File: config.mk
export PLATFORM = sky130hd
export DESIGN_NAME = vagas_encoder_flat
export DESIGN_NICKNAME = d
export VERILOG_FILES = /design/src/rtl/vagas_encoder_pkg.sv /design/src/rtl/vagas_encoder_if.sv /design/src/rtl/vagas_debounce.sv /design/src/rtl/vagas_encoder.sv /design/src/flat_wrapper.sv
export SDC_FILE = /design/constraint.sdc
export NUM_CORES = 1
export LEC_CHECK = 0
export ABC_CLOCK_PERIOD_IN_PS = 3700
export CELL_PAD_IN_SITES_DETAIL_PLACEMENT = 1
export CELL_PAD_IN_SITES_GLOBAL_PLACEMENT = 1
export CORE_MARGIN = 4
export CORE_UTILIZATION = 49
export CTS_BUF_LIST = sky130_fd_sc_hd__clkbuf_4 sky130_fd_sc_hd__clkbuf_8
export DETAILED_ROUTE_END_ITERATION = 8
export PLACE_DENSITY_LB_ADDON = 0.1
export RECOVER_POWER = 25
export REMOVE_ABC_BUFFERS = 1
export SLEW_MARGIN = 10
export SYNTH_ARGS = -nofsm -noshare
export SYNTH_HDL_FRONTEND = slang
export SYNTH_SLANG_ARGS = --single-unit
File: constraint.sdc
create_clock -name clk -period 3.7 [get_ports clk]
set_clock_uncertainty 0.15 [all_clocks]
set_input_delay 0.925 -clock clk [delete_from_list [all_inputs] [get_ports clk]]
set_output_delay 0.925 -clock clk [all_outputs]
set_load 0.01 [all_outputs]
File: src/rtl/vagas_encoder_pkg.sv
// vagas_encoder_pkg: shared scan-state encodings, BCD threshold and space limit for vagas_encoder
package vagas_encoder_pkg;
  typedef enum logic {SCAN = 1'b0, PUBLISH = 1'b1} scan_state_t;
  localparam int BCD_TEN = 10;
  localparam int MAX_SPOTS = 15;
  function automatic logic [4:0] to_bcd(input logic [3:0] n);
    return (n >= 4'(BCD_TEN)) ? {1'b1, n - 4'(BCD_TEN)} : {1'b0, n};
  endfunction
endpackage

File: src/rtl/vagas_encoder_if.sv
// vagas_encoder_if: sensor lines in, BCD digit / status flags out
interface vagas_encoder_if #(parameter int N_SPOTS = 8);
  logic [N_SPOTS-1:0] sensor;
  logic A, B, C, D, dez, lotado, upd;
  modport master (output sensor, input A, B, C, D, dez, lotado, upd);
  modport slave (input sensor, output A, B, C, D, dez, lotado, upd);
endinterface

File: src/rtl/vagas_debounce.sv
// vagas_debounce: 2-flop sync plus optional debounce of one sensor line (VAGAS_DEBOUNCE_EN)
module vagas_debounce #(
  parameter int DEBOUNCE_CYC = 16
) (
  input  logic clk,
  input  logic rst_n,
  input  logic raw,
  output logic level
);
  logic s1, s2;
  if (DEBOUNCE_CYC < 1) begin : g_bad_cyc
    $error("DEBOUNCE_CYC must be at least 1");
  end
  always_ff @(posedge clk or negedge rst_n)
    if (!rst_n) {s2, s1} <= 2'b00;
    else {s2, s1} <= {s1, raw};
`ifdef VAGAS_DEBOUNCE_EN
  localparam int CW = $clog2(DEBOUNCE_CYC + 1);
  logic [CW-1:0] cnt;
  logic acc;
  // accept the new level on the DEBOUNCE_CYC-th consecutive differing cycle
  always_ff @(posedge clk or negedge rst_n)
    if (!rst_n) begin
      cnt <= '0;
      acc <= 1'b0;
    end else if (s2 == acc) cnt <= '0;
    else if (cnt == CW'(DEBOUNCE_CYC - 1)) begin
      acc <= s2;
      cnt <= '0;
    end else cnt <= cnt + 1'b1;
  assign level = acc;
`else
  assign level = s2;
`endif
endmodule

File: src/rtl/vagas_encoder.sv
// vagas_encoder: free-space counter with BCD output; debounce enabled by VAGAS_DEBOUNCE_EN
module vagas_encoder
  import vagas_encoder_pkg::*;
#(
  parameter int N_SPOTS = 8,
  parameter int DEBOUNCE_CYC = 16
) (
  input logic clk,
  input logic rst_n,
  vagas_encoder_if.slave bus
);
  localparam logic [3:0] LAST = 4'(N_SPOTS - 1);
  if (N_SPOTS < 1 || N_SPOTS > MAX_SPOTS) begin : g_bad_spots
    $error("N_SPOTS out of range");
  end
  logic [N_SPOTS-1:0] level;
  logic [15:0] lvl_pad;
  scan_state_t state, state_n;
  logic [3:0] idx, idx_n, acc, acc_n, digit, digit_n, prev, prev_n;
  logic dez, dez_n, lotado, lotado_n, upd, upd_n;
  for (genvar i = 0; i < N_SPOTS; i++) begin : g_deb
    vagas_debounce #(.DEBOUNCE_CYC(DEBOUNCE_CYC)) u_deb (
      .clk(clk), .rst_n(rst_n), .raw(bus.sensor[i]), .level(level[i])
    );
  end
  assign lvl_pad = 16'(level);
  always_ff @(posedge clk or negedge rst_n)
    if (!rst_n) begin
      state <= SCAN;
      idx <= '0;
      acc <= '0;
      digit <= '0;
      prev <= '0;
      dez <= 1'b0;
      lotado <= 1'b0;
      upd <= 1'b0;
    end else begin
      state <= state_n;
      idx <= idx_n;
      acc <= acc_n;
      digit <= digit_n;
      prev <= prev_n;
      dez <= dez_n;
      lotado <= lotado_n;
      upd <= upd_n;
    end
  always_comb begin
    state_n = state;
    idx_n = idx;
    acc_n = acc;
    {dez_n, digit_n} = {dez, digit};
    lotado_n = lotado;
    prev_n = prev;
    upd_n = 1'b0;
    if (state == SCAN) begin
      acc_n = acc + {3'b000, ~lvl_pad[idx]};
      idx_n = (idx == LAST) ? idx : idx + 4'd1;
      state_n = (idx == LAST) ? PUBLISH : SCAN;
    end else begin
      {dez_n, digit_n} = to_bcd(acc);
      lotado_n = (acc == 4'd0);
      upd_n = (acc != prev);
      prev_n = acc;
      acc_n = '0;
      idx_n = '0;
      state_n = SCAN;
    end
  end
  assign {bus.A, bus.B, bus.C, bus.D} = digit;
  assign bus.dez = dez;
  assign bus.lotado = lotado;
  assign bus.upd = upd;
endmodule
File: src/flat_wrapper.sv
// flat-port wrapper written by rule: the top's interface ports become plain ports
module vagas_encoder_flat import vagas_encoder_pkg::*;
#(
  parameter int N_SPOTS = 8,
  parameter int DEBOUNCE_CYC = 16
)
  (clk, rst_n, bus_sensor, bus_A, bus_B, bus_C, bus_D, bus_dez, bus_lotado, bus_upd);
  vagas_encoder_if #(.N_SPOTS(N_SPOTS)) bus_i ();
  input logic clk;
  input logic rst_n;
  input wire logic [$bits(bus_i.sensor)-1:0] bus_sensor;
  output wire logic [$bits(bus_i.A)-1:0] bus_A;
  output wire logic [$bits(bus_i.B)-1:0] bus_B;
  output wire logic [$bits(bus_i.C)-1:0] bus_C;
  output wire logic [$bits(bus_i.D)-1:0] bus_D;
  output wire logic [$bits(bus_i.dez)-1:0] bus_dez;
  output wire logic [$bits(bus_i.lotado)-1:0] bus_lotado;
  output wire logic [$bits(bus_i.upd)-1:0] bus_upd;
  assign bus_i.sensor = bus_sensor;
  assign bus_A = bus_i.A;
  assign bus_B = bus_i.B;
  assign bus_C = bus_i.C;
  assign bus_D = bus_i.D;
  assign bus_dez = bus_i.dez;
  assign bus_lotado = bus_i.lotado;
  assign bus_upd = bus_i.upd;
  vagas_encoder #(.N_SPOTS(N_SPOTS), .DEBOUNCE_CYC(DEBOUNCE_CYC)) u_core (.clk(clk), .rst_n(rst_n), .bus(bus_i));
endmodule
; ---- Word level (Yosys, flattened, before mapping)
; Index checks and enable logic that the tools add are counted.
[classes]
n_addsub = 3
n_lt_le_gt_ge = 2
n_bitwise = 1
reduce_logical = 1
eq_ne = 3
n_mux = 9
[ops]
columns = operator, n
row1 = two-way mux 4 bit, 3
row2 = "< comparator 4 x 5 -> 1 bit, second input constant", 1
row3 = two-way mux 5 bit, 1
row4 = adder 4 x 1 -> 4 bit, 1
row5 = "adder 4 x 1 -> 4 bit, second input constant", 1
row6 = binary-select mux 1 bit (select 4 bit), 1
row7 = "== test 4 x 3 -> 1 bit, second input constant", 1
row8 = ">= comparator 4 bit, second input constant", 1
row9 = zero test 4 bit, 1
row10 = two-way mux 1 bit, 4
row11 = != test 4 bit, 1
row12 = "subtractor 4 bit, second input constant", 1
row13 = "!= test 2 x 1 -> 1 bit, second input constant", 1
row14 = inverter 1 bit, 1
[word_totals]
reg_bits = 36
out_inout_bits = 7

; ---- Depth between registers and ports, before layout
[logic_depth]
word_depth = 5
depth_mapped = 7
mapped_depth_nobuf = 7

; ---- Modules after synthesis
; From an unflattened synthesis, not the netlist that was laid out.
[unflattened]
cells_unflattened = 99
area_unflattened_um2 = 1343.8
[modules_own_cells]
columns = module, n_inst, cells_per_inst, area_per_inst_um2
row1 = vagas_encoder, 1, 83, 943.4
row2 = vagas_debounce, 8, 2, 50.0

; ---- Least setup slack after synthesis
; OpenSTA, ideal clock, no wires.
[synth_timing]
path_kind = register -> register
from = register u_core.idx[0]
to = register u_core.acc[1]
period_less_slack_ps = 1901
t_required_ps = 3428
arrival_time_ps = 1629
path_stages_with_launch = 7
setup_ps = 122
path_slack_ps = 1799
cell_sequence = dfrtp_1 > mux4_2 > nand2b_4 > o211ai_2 > ha_1 > ha_1 > nor2b_1
[synth_between]
elab_chain_cells = 5
[synth_rtl]
columns = element, line
row1 = "start, declared", vagas_encoder.sv:19  ; logic [3:0] idx, idx_n, acc, acc_n, digit, digit_n, prev, prev_n;
row2 = "start signal, assigned", vagas_encoder.sv:39  ; idx <= idx_n;
row3 = binary-select mux 1 bit (select 4 bit), vagas_encoder.sv:56  ; acc_n = acc + {3'b000, ~lvl_pad[idx]};
row4 = two-way mux 1 bit (not written as such), vagas_encoder.sv:56
row5 = inverter 1 bit, vagas_encoder.sv:56
row6 = adder 4 x 1 -> 4 bit, vagas_encoder.sv:56
row7 = two-way mux 4 bit, vagas_encoder.sv:55  ; if (state == SCAN) begin
row8 = net u_core.acc_n[1], vagas_encoder.sv:19
row9 = "end signal, assigned", vagas_encoder.sv:40  ; acc <= acc_n;
row10 = "end, declared", vagas_encoder.sv:19
; The timed path passes the listed nets, and every way through them passes these cells. The select of a mux whose other input is x is not followed.
; A chain may end at the register's enable or synchronous reset.

==> results summary <==
The run finished with clean final reports. Broken down by cell family, the worst path's largest delay share belongs to buffers and inverters. After legalization and detailed placement, the total HPWL measured 1.54 mm. The finished layout cell area is ~1600 µm².

The vias after detailed routing is slightly below 800. The net count of the finished layout is 135. After detailed routing, the number of remaining DRC violations is 0.

The clock network is responsible for between 30% and 40% of the overall power. The post-synthesis area per instance is approximately 13 µm². Along the worst path, the maximum fanout reaches 3. The global-route wire length before repair came out at around 4.2 mm.

The total power per unit cell area is approximately 570 nW/µm². The number of synthesized register bits is 35. The final critical path time including I/O delays and setup came out at between 2 and 2.5 ns.

The post-synthesis async set-or-reset flop share came out at 100%. The width of the chip came out at roughly 60 µm. The cell sitting at the root of the clock tree is a sky130_fd_sc_hd__clkbuf_4. The cell count along the critical path came out at 1. After clock tree synthesis, the flow added hold-fix buffers numbering 0. For this run, the leading register cell type out of synthesis is sky130_fd_sc_hd__dfrtp_1. The number of global-route vias before repair was 858. The placer congestion estimate came out at 0.724. The top cell types in the final layout, fill and taps aside, are 35 x sky130_fd_sc_hd__dfrtp_1, 11 x sky130_fd_sc_hd__nor2_1, 8 x sky130_fd_sc_hd__dlygate4sd3_1, 8 x sky130_fd_sc_hd__clkdlybuf4s50_1. The share of the core filled with cells came out at roughly 64%. The final-report hold violation count is 0. The number of different library cells in the post-synthesis netlist came out at 25. The growth of design area from synthesis to finish is 20.4%. The internal power of the cells is a little under 0.7 mW. The worst IR drop on VDD came out at 481 µV. The analysis attributes to net switching a power of approximately 0.23 mW.

The slowest stage of the critical path is the sky130_fd_sc_hd__clkdlybuf4s50_1 cell. The post-detailed-route count of antenna-violating nets came out at 0. The number of top-level pins came out at 17.

The worst-case clock buffer depth is 2. Global routing finished with a remaining overflow of 0. After detailed routing, the total wire length is ~2.3 mm. The worst hold path cell count came out at 0.

The average detailed-routed wire length per instance came out at about 15 µm. The number of cell instances on the worst register-to-register path came out at 6. The filler cells instantiated in the layout total 259. The data required time at the worst endpoint is 2.62 ns.

Setup repair after global routing left no endpoint under its margin. The accumulated negative setup slack is 0 ns. TritonCTS built the clock tree. The clock insertion delay at the later pin of the skew report is between 0.3 and 0.4 ns. Net switching is 24.7% of the power. The gate count of the mapped netlist came out at 100. The max-slew headroom at the worst pin came out at between 50% and 60%. The worst min-delay path class is flip-flop to flip-flop. The number of buffer and inverter instances along the worst setup path is 1. The count of pins over their slew limit is 0. The floorplan row count came out at 18. The clock net in this run drives a total of 35 sinks. Static timing analysis puts the maximum clock frequency at ~0.43 GHz. The count of synthesis-stage warnings from yosys is 0. The sequential element share of the synthesized area is roughly two thirds. The part of the power in registers came out at just over 50%. The delay contributed by the slowest stage of the critical path came out at 0.55 ns. The number of gates resized after cts is 0. The area after detailed placement is ~1500 µm². The critical path goes through clkdlybuf4s50_1. The final worst hold slack came out at ~0.21 ns. The max-capacitance violation count is 0. STA classifies the critical path endpoint as an output port. Global routing used approximately 16% of the available tracks. Per report_power, the combinational group accounts for between 10% and 20% of the total.

The number of synthesized flops with an enable pin came out at 0. The critical path in this run is classified as flip-flop to output port. The die extent in y is 60.3 µm. The kind of start point of the critical path is a flip-flop. The pin count of the biggest net entering global routing is 36. The post-CTS setup buffer count came out at 0. The actual slew at the worst max-slew pin came out at between 0.7 and 0.8 ns. Clock-pin slew was measured on the worst setup and hold paths at 0.10 ns.

Leaving out fill and tap cells, the most frequent cell in the layout is sky130_fd_sc_hd__dfrtp_1. In this run, the number of DRC markers left after iteration 0 of detailed routing was 18. Buffers inserted during clock tree synthesis total 5. The final number of setup-violating endpoints is 0.

The data arrival time at the worst-slack endpoint is ~1.3 ns. The number of antenna violations at the first check in global routing was 0. The floorplan step defined a core boundary enclosing ~2500 µm². Of the cells placed in the final design, the portion with a size suffix greater than 1 is between 10% and 20%. The quantity of I/O buffers inserted on ports is 16. In this run the number of H-tree levels came out at 2. The antenna diode count came out at 0.

The slack of the worst reg-to-reg path is between 1.5 and 2 ns. In this run the static leakage power is approximately 0.75 nW. The first TritonRoute pass finished after 3 iterations. After layout, the worst path uses a little under two thirds of the clock period. The synthesized netlist occupies a cell area of about 1300 µm². The area of the die came out at between 3000 and 4000 µm². The initial standard-cell utilization of the core is a little over half. The ratio of routed vias to standard cells came out at between 5 and 6.
-- final timing paths --
| kind | start | endpoint |
|---|---|---|
| max in group asynchronous | rst_n | u_core.idx[3] |
| hold reg to reg | u_core.g_deb[1].u_deb.s1 | u_core.g_deb[1].u_deb.level |
| setup / recovery | u_core.prev[0] | bus_D |
| min in group asynchronous | rst_n | u_core.g_deb[0].u_deb.s1 |
| hold / removal | u_core.g_deb[1].u_deb.s1 | u_core.g_deb[1].u_deb.level |
| setup reg to reg | u_core.idx[0] | u_core.acc[1] |
-- synth_stat cells (2+ instances only) --
cell	instances	area (µm²)
sky130_fd_sc_hd__dfrtp_1	35	876
sky130_fd_sc_hd__nor2_1	11	41.3
sky130_fd_sc_hd__ha_1	5	62.6
sky130_fd_sc_hd__inv_1	5	18.8
sky130_fd_sc_hd__mux2_2	5	56.3
sky130_fd_sc_hd__xor2_1	5	43.8
sky130_fd_sc_hd__mux2i_1	4	40.0
sky130_fd_sc_hd__a21oi_1	3	15.0
sky130_fd_sc_hd__nand2_1	3	11.3
sky130_fd_sc_hd__nand3_1	3	15.0
sky130_fd_sc_hd__o21ai_0	3	15.0
sky130_fd_sc_hd__buf_2	2	10.0
sky130_fd_sc_hd__clkbuf_1	2	7.51
sky130_fd_sc_hd__nor2b_1	2	12.5
sky130_fd_sc_hd__xnor2_1	2	17.5
-- registers in the layout (all words and copies together), names as in the netlist --
register / cells
u_core.bus.lotado: 1
u_core.state: 1
u_core.bus.upd: 1
u_core.g_deb.u_deb.level: 8
u_core.acc: 4
u_core.digit: 3
u_core.bus.dez: 1
u_core.idx: 4
u_core.g_deb.u_deb.s1: 8
u_core.prev: 4
-- final cells by class --
class	instances	area, µm²	area share [%]
Clock buffer	6	51.3	3.17
Clock inverter	2	35.0	2.17
Inverter	5	18.8	1.16
Multi-Input combinational cell	56	430	26.6
Sequential cell	35	876	54.2
Tap cell	30	37.5	2.32
Timing Repair Buffer	17	168	10.4
-- cell families after synthesis --
| kind of cell | share of synthesized area [%] |
|---|---|
| flops | 65.2 |
| simple gates | 8.48 |
| compound gates | 5.50 |
| mux | 8.85 |
| buf+inv | 2.70 |
| xor+xnor | 4.57 |
| fa+ha+maj | 4.66 |
-- metal layers --
metal	track usage [%]	vias to the layer above	wire length [µm]
met3	3.83	5	95
met4	8.54	0	49
met1	22.0	398	992
met5	0	-	0
li1	-	371	-
met2	25.0	16	1160
-- power groups by stage --
stage | Combinational, mW | Sequential [mW] | Clock, mW
3_3_place_gp | 0.162 | 0.482 | 0
2_1_floorplan | 0.0706 | 0.491 | 0
6_report | 0.164 | 0.479 | 0.282
4_1_cts | 0.169 | 0.480 | 0.290
3_5_place_dp | 0.166 | 0.487 | 0
5_1_grt | 0.186 | 0.487 | 0.308
-- metrics by stage --
step / std cells / power [mW] / setup WS, ns
2_1_floorplan: 96 / 0.561 / 1.78
4_1_cts: 151 / 0.939 / 1.32
5_1_grt: 151 / 0.982 / 1.29
3_5_place_dp: 143 / 0.653 / 1.67
6_report: 151 / 0.924 / 1.35
3_3_place_gp: 143 / 0.644 / 1.73
No activity file was read; power rests on OpenSTA's default activity.
